## config.mk

```make
export PLATFORM = sky130hd
export DESIGN_NAME = demo_de0_sys_st_latency_adapter
export DESIGN_NICKNAME = d
export VERILOG_FILES = /design/src/rtl/demo_de0_sys_st_latency_adapter.sv
export SDC_FILE = /design/constraint.sdc
export NUM_CORES = 1
export LEC_CHECK = 0
export ABC_AREA = 0
export ABC_CLOCK_PERIOD_IN_PS = 6000
export CORE_UTILIZATION = 40
export DETAILED_ROUTE_END_ITERATION = 8
export PLACE_DENSITY = 0.59
export SKIP_LAST_GASP = 1
export SLEW_MARGIN = 0
export SYNTH_ARGS = -nofsm -noshare
export SYNTH_HDL_FRONTEND = slang
export SYNTH_SLANG_ARGS = --single-unit
```

## constraint.sdc

```tcl
create_clock -name clk -period 6 [get_ports clk]
set_input_delay 0.6 -clock clk [delete_from_list [all_inputs] [get_ports clk]]
set_output_delay 0.6 -clock clk [all_outputs]
set_load 0.005 [all_outputs]
```

## src/rtl/demo_de0_sys_st_latency_adapter.sv

```systemverilog
// demo_de0_sys_st_latency_adapter
// Streaming FIFO that bridges an upstream port with IN_READY_LATENCY to a
// downstream port with OUT_READY_LATENCY. Storage is a circular buffer of
// {sop, eop, data} entries with first-word fall-through on the read side.
//
// Handshake semantics (both ports):
//   Upstream:   a beat transfers in cycle t when in_valid(t)=1 and
//               in_ready(t-IN_READY_LATENCY)=1 (same cycle when latency is 0).
//               in_ready is a conservative credit: stored entries plus the
//               ready cycles still in flight must stay below DEPTH.
//   Downstream: latency 0 -> a beat pops when out_valid && out_ready.
//               latency L -> out_valid(t) = out_ready(t-L) && !empty, and
//               every cycle with out_valid=1 pops a beat.
// A beat presented while full with no pop is dropped and sets the sticky
// overflow flag; a beat presented while full in the same cycle as a pop is
// stored, so the slot freed by the pop is reused immediately.
module demo_de0_sys_st_latency_adapter #(
   parameter int DATA_W            = 32,
   parameter int DEPTH             = 8,
   parameter int IN_READY_LATENCY  = 0,
   parameter int OUT_READY_LATENCY = 0,
   parameter int USE_PACKETS       = 0
) (
   input  logic                     clk,
   input  logic                     reset_n,
   output logic                     in_ready,
   input  logic                     in_valid,
   input  logic [DATA_W-1:0]        in_data,
   input  logic                     in_startofpacket,
   input  logic                     in_endofpacket,
   input  logic                     out_ready,
   output logic                     out_valid,
   output logic [DATA_W-1:0]        out_data,
   output logic                     out_startofpacket,
   output logic                     out_endofpacket,
   output logic [$clog2(DEPTH):0]   fill_level,
   output logic                     overflow
);

   localparam int AW = $clog2(DEPTH);
   localparam int FW = AW + 1;
   localparam int EW = DATA_W + 2;
   // Credit sum holds fill (up to DEPTH) plus up to 3 in-flight ready cycles.
   localparam int CW = AW + 3;

   // Storage and pointers
   logic [EW-1:0]  r_mem [DEPTH];
   logic [AW-1:0]  r_wr_ptr;
   logic [AW-1:0]  r_rd_ptr;
   logic [FW-1:0]  r_fill;
   logic           r_overflow;
   // Goes high on the first edge after reset release; holds in_ready low
   // until then so the upstream never sees ready during reset.
   logic           r_run;

   // Control wires
   logic           w_accept_ok;
   logic [CW-1:0]  w_pending;
   logic           w_pop;
   logic           w_full;
   logic           w_not_empty;
   logic           w_room;
   logic           w_wr_en;
   logic           w_ovf_set;
   logic           w_pkt;
   logic           w_sop_in;
   logic           w_eop_in;
   logic [EW-1:0]  w_head;

   assign w_pkt       = (USE_PACKETS != 0);
   assign w_sop_in    = w_pkt & in_startofpacket;
   assign w_eop_in    = w_pkt & in_endofpacket;
   assign w_full      = (r_fill == FW'(DEPTH));
   assign w_not_empty = (r_fill != '0);

   // Upstream credit: stored entries plus ready cycles not yet answered.
   assign in_ready = r_run && ((CW'(r_fill) + w_pending) < CW'(DEPTH));

   // ------------------------------------------------------------------
   // Upstream ready history
   // ------------------------------------------------------------------
   generate
      if (IN_READY_LATENCY == 0) begin : g_irl0
         assign w_accept_ok = in_ready;
         assign w_pending   = '0;
      end else begin : g_irl
         // bit 0 is in_ready one cycle ago, bit L-1 is L cycles ago
         logic [IN_READY_LATENCY-1:0] r_ir_hist;

         // Shift the in_ready history by one cycle each edge.
         always_ff @(posedge clk or negedge reset_n) begin
            if (!reset_n) begin
               r_ir_hist <= '0;
            end else begin
               r_ir_hist[0] <= in_ready;
               for (int i = 1; i < IN_READY_LATENCY; i++) begin
                  r_ir_hist[i] <= r_ir_hist[i-1];
               end
            end
         end

         // Count ready cycles still in flight (their beats may yet arrive).
         always_comb begin
            w_pending = '0;
            for (int i = 0; i < IN_READY_LATENCY; i++) begin
               w_pending = w_pending + CW'(r_ir_hist[i]);
            end
         end

         assign w_accept_ok = r_ir_hist[IN_READY_LATENCY-1];
      end
   endgenerate

   // ------------------------------------------------------------------
   // Downstream ready history and pop decision
   // ------------------------------------------------------------------
   generate
      if (OUT_READY_LATENCY == 0) begin : g_orl0
         assign out_valid = w_not_empty;
         assign w_pop     = w_not_empty && out_ready;
      end else begin : g_orl
         logic [OUT_READY_LATENCY-1:0] r_or_hist;

         // Delay out_ready by OUT_READY_LATENCY cycles.
         always_ff @(posedge clk or negedge reset_n) begin
            if (!reset_n) begin
               r_or_hist <= '0;
            end else begin
               r_or_hist[0] <= out_ready;
               for (int i = 1; i < OUT_READY_LATENCY; i++) begin
                  r_or_hist[i] <= r_or_hist[i-1];
               end
            end
         end

         // The sink committed to accept this cycle L cycles ago.
         assign out_valid = r_or_hist[OUT_READY_LATENCY-1] && w_not_empty;
         assign w_pop     = out_valid;
      end
   endgenerate

   // Write/overflow decision. A full FIFO with a pop in the same cycle
   // takes the beat even though the conservative credit had ready low.
   always_comb begin
      w_room    = 1'b0;
      w_wr_en   = 1'b0;
      w_ovf_set = 1'b0;
      w_room    = !w_full || w_pop;
      w_wr_en   = in_valid && w_room && (w_accept_ok || w_full);
      w_ovf_set = in_valid && w_full && !w_pop;
   end

   // ------------------------------------------------------------------
   // Storage
   // ------------------------------------------------------------------
   // Entry write; contents need no reset since pointers define validity.
   always_ff @(posedge clk) begin
      if (w_wr_en) begin
         r_mem[r_wr_ptr] <= {w_sop_in, w_eop_in, in_data};
      end
   end

   // Pointer, fill and sticky overflow bookkeeping.
   always_ff @(posedge clk or negedge reset_n) begin
      if (!reset_n) begin
         r_wr_ptr   <= '0;
         r_rd_ptr   <= '0;
         r_fill     <= '0;
         r_overflow <= 1'b0;
      end else begin
         if (w_wr_en) begin
            r_wr_ptr <= r_wr_ptr + AW'(1);
         end
         if (w_pop) begin
            r_rd_ptr <= r_rd_ptr + AW'(1);
         end
         case ({w_wr_en, w_pop})
            2'b10:   r_fill <= r_fill + FW'(1);
            2'b01:   r_fill <= r_fill - FW'(1);
            default: r_fill <= r_fill;
         endcase
         if (w_ovf_set) begin
            r_overflow <= 1'b1;
         end
      end
   end

   // Run flag: released one edge after reset deassertion.
   always_ff @(posedge clk or negedge reset_n) begin
      if (!reset_n) begin
         r_run <= 1'b0;
      end else begin
         r_run <= 1'b1;
      end
   end

   // ------------------------------------------------------------------
   // Outputs: combinational read of the head entry
   // ------------------------------------------------------------------
   assign w_head            = r_mem[r_rd_ptr];
   assign out_data          = w_head[DATA_W-1:0];
   assign out_startofpacket = w_pkt & w_head[DATA_W+1];
   assign out_endofpacket   = w_pkt & w_head[DATA_W];
   assign fill_level        = r_fill;
   assign overflow          = r_overflow;

endmodule

```

==> flow_summary_export.csv <==
group,metric,value,unit
critical_path,slowest_delay,1.08,ns
die,rows,58,
die,die_area,26490,um^2
critical_path,worstSetupStartpointType,"flip-flop",
route,drtIter0Drc,314,
critical_path,worst_ep_arrival_time,3.42,ns
synth,synth_commonest_cells,"edfxtp_1 (256), mux4_2 (55), mux2_2 (33)",
cts,postCtsSetupBuffers,0,
synth,synth-compound-area-share,0.3147,%
critical_path,crit_chain,"buf_4, mux4_2, mux2_2, clkdlybuf4s50_1",
cts,clk_pin_slew,0.05,ns
timing,worst_pin_slew,1.065,ns
critical_path,r2r-start,"fill_level[1]",
timing,fin_crit_sh,66.98,%
pwr,vdd_drop_max,0.2911,mV
grt,track_usage,14.98,%
cells_and_area,syn_to_final_growth,19.57,%
critical_path,worstPathMaxFanout,49,
critical_path,criticalPathCategory,"reg -> out",
synth,yosys_warnings,0,
critical_path,rr_endpoint,"r_mem[3][2]",
pwr,power.density,446.2,nW/um^2
cells_and_area,final_cells,884,
synth,async_flop_share,4.478,%
synth,ys.flop_type,"edfxtp_1",
die,die_w,162.8,um
cts,clk_latency,0.53,ns
placed_design,place_inst,833,
route,wl,18970,um
critical_path,critPathLaunch,"r_rd_ptr[0]",
die,core,25250,um^2
grt,antenna_found_initial,1,
critical_path,critical_path_required,5.40,ns
pwr,leakage,3.944,nW
grt,grt_pass1_wl,29280,um
synth,synthMuxAreaShare,18.08,%
placed_design,port_buffers,74,
grt,grt_overflow,0,
cts,tritoncts,"built",
critical_path,setup.worst_path.end_class,"output pin",
cts,cts_made_buffers,29,
route,first_pass_iters,4,
cts,cts_hold_buf,0,
run_status,status,"finished, final reports clean",
timing,fin_tns_setup,0,ns
route,ant_nets,0,
job,cap_violations,0,
route,viasPerCell,5.199,
synth,ys_top_cells_by_area,"edfxtp_1 (74%), mux4_2 (12%), mux2_2 (3.6%)",
synth,synth_top_area_share,74.36,%
cts,cts_resized,0,
cells_and_area,drive_above_1_share,27.67,%
timing,setup_slack,1.981,ns
synth,synthXorXnorAreaFrac,0.7624,%
synth,synth_edf_count,256,
route,vias,4596,
cells_and_area,fillCellCount,2039,
timing,rsz0062_at_grt,"no",
die,dieHeight,162.8,um
timing,fin_crit,4.019,ns
placed_design,gp_congestion,0.6853,
timing,finalHoldViolations,0,
die,io_pins,79,
cts,cts_sinks,268,
synth,synth_top_family_by_area,"multiplexers",
synth,yosys.area.top_type,"edfxtp_1",
timing,fmax,248.8,MHz
synth,synthAdderAreaFrac,0.6051,%
timing,finClkSkew,0.009816,ns
grt,grt_max_degree,65,
cells_and_area,seqCellArea,7994,um^2
worst_hold_path,hp-class,"in -> async",
cts,cts_htree_levels,1,
route,wl_per_cell,21.46,um
timing,slew_headroom,29.02,%
placed_design,dp_hpwl,10290,um
synth,syn_area,10340,um^2
synth,yosysUniqueCellTypes,32,
synth,avgSynthCellArea,23.71,um^2
grt,grt_pass1_vias,5031,
synth,synth_most_common_cell,"edfxtp_1",
critical_path,cp-endpoint,"out_data[29]",
critical_path,r2r_slack,3.03,ns
cts,clk_path_buf_depth,3,
cells_and_area,fin_nets,577,
synth,ys_seq_area_share,77.26,%
cells_and_area,multiInputGateArea,2257,um^2
synth,synth_cells,436,
critical_path,critPathSlowestCell,"dfrtp_4",
synth,synthSimpleGateAreaFrac,1.489,%
die,initial_utilization,40.94,%
route,drc_errors,0,
synth,synth_seq_cells,268,
placed_design,dp_worst_setup_slack,2.443,ns
cells_and_area,utilization,48.95,%
timing,setup_viol,0,
timing,slew_viol_final,0,
cts,cts_root_buf,"clkbuf_16",
critical_path,worst_r2r_path_depth,5,
cells in the final DEF (no fill, tap or decap), types with 2 or more instances in the layout:
master,instances
xor2_1,3
mux4_1,9
nand3b_1,2
conb_1,3
clkbuf_16,29
clkinv_1,8
nand3_1,4
nand2b_1,2
clkbuf_1,3
mux4_2,55
nor2_4,2
ha_1,5
mux2_1,2
dfrtp_2,2
nand2_1,4
mux2_2,33
nor4b_2,2
edfxtp_1,256
clkinv_2,7
buf_4,13
clkdlybuf4s50_1,74
nor3_2,2
dfrtp_1,9
inv_1,2
nor3b_2,2
xnor2_1,6
metal layers:
layer | global-route usage (%) | part of all wire (%)
met1 | 19.49 | 42
met5 | 0 | 0
met3 | 3.081 | 4.5
met4 | 3.908 | 1.9
met2 | 25.63 | 52
stage by stage:
| step | area, um^2 | total power, mW | hold WS (ns) |
|---|---|---|---|
| finish | 12360 | 5.515 | 0.4448 |
| global route | 12360 | 5.779 | 0.4755 |
| CTS | 12360 | 5.600 | 0.4418 |
| detailed placement | 11510 | 4.013 | 0.4746 |
| global placement | 11510 | 3.992 | 0.4574 |
| floorplan | 10340 | 3.348 | 0.3044 |
area by class of cell:
class | count | share of cell area [%]
inverter | 2 | 0.06073
clock inverter | 18 | 0.9109
sequential | 268 | 64.67
timing repair buffer | 87 | 6.781
tap | 330 | 3.340
clock buffer | 32 | 5.962
antenna | 1 | 0.02024
multi-input combinational | 146 | 18.26
kinds of logic after synthesis:
kind of cell | after synthesis
flip-flops | 268
multiplexers | 99
AND/OR/NAND/NOR | 26
buffers and inverters | 23
XOR/XNOR | 9
adder cells (fa/ha/maj) | 5
AO/OA/AOI/OAI | 4
other | 2
worst max-delay path, delay by kind of cell, from the launching register on:
kind | cells | cell delay [ns]
DFF | 1 | 1.08
buffers and inverters | 2 | 0.94
muxes | 2 | 0.86
sequential cells by signal, indices dropped and copies added (netlist names):
register / count
r_rd_ptr: 3
r_run: 1
overflow: 1
r_wr_ptr: 3
r_mem: 256
fill_level: 4
worst min path at each step:
| stage | slack (ns) | cells past startpoint | end |
|---|---|---|---|
| floorplan | 0.30 | 0 | fill_level[0] |
| global placement | 0.46 | 1 | overflow |
| detailed placement | 0.47 | 1 | overflow |
| CTS | 0.44 | 1 | fill_level[2] |
| global route | 0.48 | 1 | fill_level[0] |
| finish | 0.44 | 1 | fill_level[0] |
where the power goes:
part	internal, mW	total [mW]	leakage, nW	switching (mW)
clock network	0.918	1.58	0.424	0.661
logic	0.970	1.50	1.08	0.532
registers	2.20	2.43	2.44	0.237
total	4.09	5.52	3.94	1.43
Note: power is estimated with default switching activity, not from simulation.
==> RTL change 1: new RTL, same flow settings <==
Set the parameter `DATA_W` to 64 (it was 32).
--- a/src/rtl/demo_de0_sys_st_latency_adapter.sv
+++ b/src/rtl/demo_de0_sys_st_latency_adapter.sv
@@ -16,5 +16,5 @@
 // stored, so the slot freed by the pop is reused immediately.
 module demo_de0_sys_st_latency_adapter #(
-   parameter int DATA_W            = 32,
+   parameter int DATA_W            = 64,
    parameter int DEPTH             = 8,
    parameter int IN_READY_LATENCY  = 0,
Ports: changed (resized in_data and out_data); port bits go from 79 to 143. The function was not compared with the original's and may differ.
==> RTL change 1 against the original RTL <==
- area after synthesis increased by 93%
- total power rose by 95%
- combinational power grew 100%
- cell area is 93% higher
- first-iteration DRC count rose by 56%
- worst setup slack worse by 0.063 ns
- highest routed layer is now met5
- routed wire length increased by 110%
- sequential cell count is 256 higher
==> RTL change 1: results (changes against the original RTL) <==
stage,metric,value,unit,change
run_status,outcome,finished clean,,unchanged
cts,hold_buffers,0,,unchanged
routing,routed_via_density,5.16,,was 5.20
pwr,irDropWorstVdd,0.000342,V,was 0.000291 V
global_routing,antenna_found_initial,6,,was 1
sta,finalCritPeriodShare,0.680,,was 0.670
routing,detail_route.first_pass.iterations,6,,was 4
finish,drive_above_1_share,0.292,,was 0.277
global_routing,grt_max_degree,67,,was 65
placed_design,dpl_worst_slack,2.44,ns,about the same
yosys,synth_seq_area_share,0.787,,was 0.773
finish,insertedDiodeCount,0,,was 1
finish,largest_register_ffs,512,,was 256
global_routing,grt_pass1_vias,9345,,"was 5,031"
cts,numCtsBuffers,53,,was 29
worst_setup_path,crit_arrival,3.48,ns,was 3.42 ns
yosys,ys.flop_type,edfxtp_1,,unchanged
worst_setup_path,crit_end,out_data[46],,was out_data[29]
finish,nets,1051,,was 577
yosys,ys_warn_count,0,,unchanged
sta,max-slew-margin-rel,0.297,,was 0.290
routing,first_iter_violations,491,,was 314
placed_design,placed_cell_area,22200,sq um,"was 11,500 sq um"
global_routing,track_usage,0.157,,was 0.150
yosys,async_reset_ff_frac,0.0229,,was 0.0448
sta,timing.hold.ws,0.374,ns,was 0.445 ns
worst_setup_path,critPathMaxFanout,48,,was 49
pwr,p_leak,7.45,nW,was 3.94 nW
placed_design,gp_congestion,0.678,,was 0.685
yosys,yosys-top-cells-count,"edfxtp_1, mux4_2, mux2_2, buf_1, dfrtp_1",,"was edfxtp_1, mux4_2, mux2_2, dfrtp_1, mux4_1"
sta,fin_worst_skew,0.0185,ns,was 0.00982 ns
placed_design,dp_hpwl,19100,um,"was 10,300 um"
global_routing,grt_pass1_wl,57900,um,"was 29,300 um"
placed_design,dp.cells,1585,,was 833
finish,stdcell_count,1684,,was 884
cts,worstSkewPairLatency,0.59,ns,was 0.53 ns
worst_setup_path,r2r_slack,2.93,ns,was 3.03 ns
yosys,synth_top_cells_by_area,"edfxtp_1, mux4_2, mux2_2",,unchanged
yosys,ys_types,28,,was 32
routing,wl_per_cell,23.2,um,was 21.5 um
yosys,syn_inst,807,,was 436
worst_setup_path,r2r_end,r_mem[7][31]$_DFFE_PP_,,was r_mem[3][2]$_DFFE_PP_
yosys,synth_edf_count,512,,was 256
placed_design,io_buffers,138,,was 74
worst_setup_path,reg2reg_from,fill_level[0]$_DFFE_PN0P_,,was fill_level[1]$_DFFE_PN0P_
cts,cts_max_level,2,,was 1
finish,num-fill-cells,4016,,"was 2,039"
worst_setup_path,r2r_cells,5,,unchanged
routing,post-route-drc-count,0,,unchanged
## RTL change 1: cell types whose count changed after synthesis, sizes merged, moves of 2 or more
cell | before | now
buf | 16 | 32
mux2 | 35 | 67
edfxtp | 256 | 512
clkbuf | 5 | 9
mux4 | 64 | 128
nor3b | 2 | 0
## RTL change 1: logic make-up after synthesis
family | count (synthesis) | share of synthesized area
compound gates | 4 | 0.00163
simple gates | 25 | 0.00748
fa+ha+maj | 5 | 0.00314
buf+inv | 43 | 0.0133
other cells | 2 | 0.000377
flops | 524 | 0.787
xor+xnor | 9 | 0.00396
mux | 195 | 0.183
## RTL change 1: worst max-delay path, cell delays in order, from the launching register on
cell             delay [ns]
dfrtp_4                1.03
buf_12                 0.42
mux4_2                 0.56
mux2_2                 0.28
clkdlybuf4s50_1        0.53
## RTL change 1: metal layers
| layer | global-route usage | share of wire | up-vias |
|---|---|---|---|
| li1 | - | - | 3788 |
| met1 | 0.215 | 0.45 | 4649 |
| met2 | 0.247 | 0.47 | 173 |
| met3 | 0.0441 | 0.060 | 69 |
| met4 | 0.0434 | 0.021 | 12 |
| met5 | 0 | 0.0019 | - |
## RTL change 1: area by class of cell
type | instances | area [sq um] | share of cell area
sequential | 524 | 15700 | 0.659
multi-input combinational | 241 | 4040 | 0.170
timing repair buffer | 154 | 1590 | 0.0668
clock buffer | 65 | 1410 | 0.0594
tap | 664 | 831 | 0.0349
clock inverter | 34 | 234 | 0.00983
inverter | 2 | 7.51 | 0.000315
## RTL change 1: report_power, final
group | internal [mW] | switching [mW] | leakage [nW] | total [mW]
combinational | 1.87 | 1.13 | 1.88 | 3.00
sequential | 4.29 | 0.365 | 4.75 | 4.66
clock | 1.80 | 1.33 | 0.817 | 3.12
total | 7.96 | 2.82 | 7.45 | 10.8
==> RTL change 2: new RTL, same flow settings <==
Without the edit above. Put one more register stage on the output `overflow`, without a reset. The value now appears one clock later. The other outputs are not delayed to match. Comments in the files are not updated.
--- a/src/rtl/demo_de0_sys_st_latency_adapter.sv
+++ b/src/rtl/demo_de0_sys_st_latency_adapter.sv
@@ -203,5 +203,7 @@
    assign out_endofpacket   = w_pkt & w_head[DATA_W];
    assign fill_level        = r_fill;
-   assign overflow          = r_overflow;
+   always_ff @(posedge clk) begin
+      overflow <= r_overflow;
+   end
 
 endmodule
Check against the original RTL: no difference found for any inputs over 10 cycles, from zero or initial values and one cycle with reset_n low; that may be too few to reach the edited logic, so the function may still have changed.
==> RTL change 2 against the original RTL <==
- worst setup slack worse by 0.038 ns
- synthesized cell count rose by 0.23%
- sequential power up 2%
- sequential cell count increased by 1
- clock skew about the same
- routed wire length increased by 3.6%
- cell area increased by 0.13%
- die area grew 0.19%
- via count grew 1.2%
- total power is essentially flat
- area after synthesis is 0.19% higher
- non-clock buffer count increased by 1
- critical path type unchanged
==> RTL change 2: results (changes against the original RTL) <==
stage,metric,value,unit,change
run_status,outcome,finished clean,,unchanged
worst_setup_path,r2r_cells,4,,was 5
worst_setup_path,crit_end,out_data[0],,was out_data[29]
routing,first_iter_violations,330,,was 314
global_routing,grt_max_degree,49,,was 65
sta,worstMarginPinSlew,1.09,ns,was 1.06 ns
sta,fin_worst_skew,0.00960,ns,was 0.00982 ns
sta,finalCritPeriodShare,0.676,,was 0.670
yosys,async_reset_ff_frac,0.0446,,was 0.0448
placed_design,dpl_worst_slack,2.41,ns,was 2.44 ns
pwr,irDropWorstVdd,0.000233,V,was 0.000291 V
placed_design,dp_hpwl,10800,um,"was 10,300 um"
finish,largest_register_ffs,256,,unchanged
global_routing,grt_pass1_wl,30000,um,"was 29,300 um"
global_routing,track_usage,0.154,,was 0.150
worst_setup_path,r2r_slack,3.34,ns,was 3.03 ns
sta,timing.hold.ws,0.389,ns,was 0.445 ns
routing,wl_per_cell,22.2,um,was 21.5 um
finish,num-fill-cells,2047,,"was 2,039"
routing,num_vias,4650,,"was 4,596"
worst_setup_path,critPathMaxFanout,48,,was 49
cts,numCtsBuffers,28,,was 29
yosys,yosys-top-cells-count,"edfxtp_1, mux4_2, mux2_2, dfrtp_1, mux4_1",,unchanged
yosys,ys_types,33,,was 32
yosys,synth_seq_area_share,0.773,,about the same
-- RTL change 2: cell types whose count changed after synthesis, sizes merged --
cell and delta:
dfxtp +1
-- RTL change 2: logic make-up (layout without fill, tap and decap cells) --
kind of cell,after synthesis,count (layout),synth area share
AO/OA/AOI/OAI,4,4,0.00314
XOR/XNOR,9,9,0.00761
adder cells (fa/ha/maj),5,5,0.00604
buffers and inverters,23,139,0.0141
flip-flops,269,269,0.773
multiplexers,99,99,0.180
other,2,5,0.000725
AND/OR/NAND/NOR,26,26,0.0149
-- RTL change 2: final cells by class --
type | instances | area share
well taps | 330 | 0.0334
clock buffers | 35 | 0.0604
multi-input cells | 146 | 0.182
diodes | 2 | 0.000404
inverters | 2 | 0.000606
clock inverters | 14 | 0.00708
repair buffers | 88 | 0.0683
flip-flops and latches | 269 | 0.647
-- RTL change 2: stage by stage --
stage                     area (sq um)  std cells  power (mW)
after floorplan                  10400        438        3.36
after global placement           11500        835        4.00
after detailed placement         11500        835        4.03
after CTS                        12400        884        5.62
after global routing             12400        884        5.79
final                            12400        886        5.52
-- RTL change 2: worst max-delay path: stages, from the launching register on --
cell,delay (ns)
dfrtp_4,1.07
buf_4,0.51
mux4_1,0.59
mux2_2,0.28
clkdlybuf4s50_1,0.45
-- RTL change 2: power breakdown --
part | switching [mW] | total (mW) | internal (mW)
combinational | 0.487 | 1.45 | 0.966
sequential | 0.288 | 2.49 | 2.21
clock | 0.657 | 1.57 | 0.916
total | 1.43 | 5.52 | 4.09
-- RTL change 2: metal layers --
| metal | up-vias | part of all wire | global-route usage |
|---|---|---|---|
| met1 | 2479 | 0.43 | 0.199 |
| li1 | 2047 | - | - |
| met3 | 27 | 0.041 | 0.0288 |
| met5 | - | 0 | 0 |
| met4 | 0 | 0.017 | 0.0404 |
| met2 | 97 | 0.52 | 0.268 |
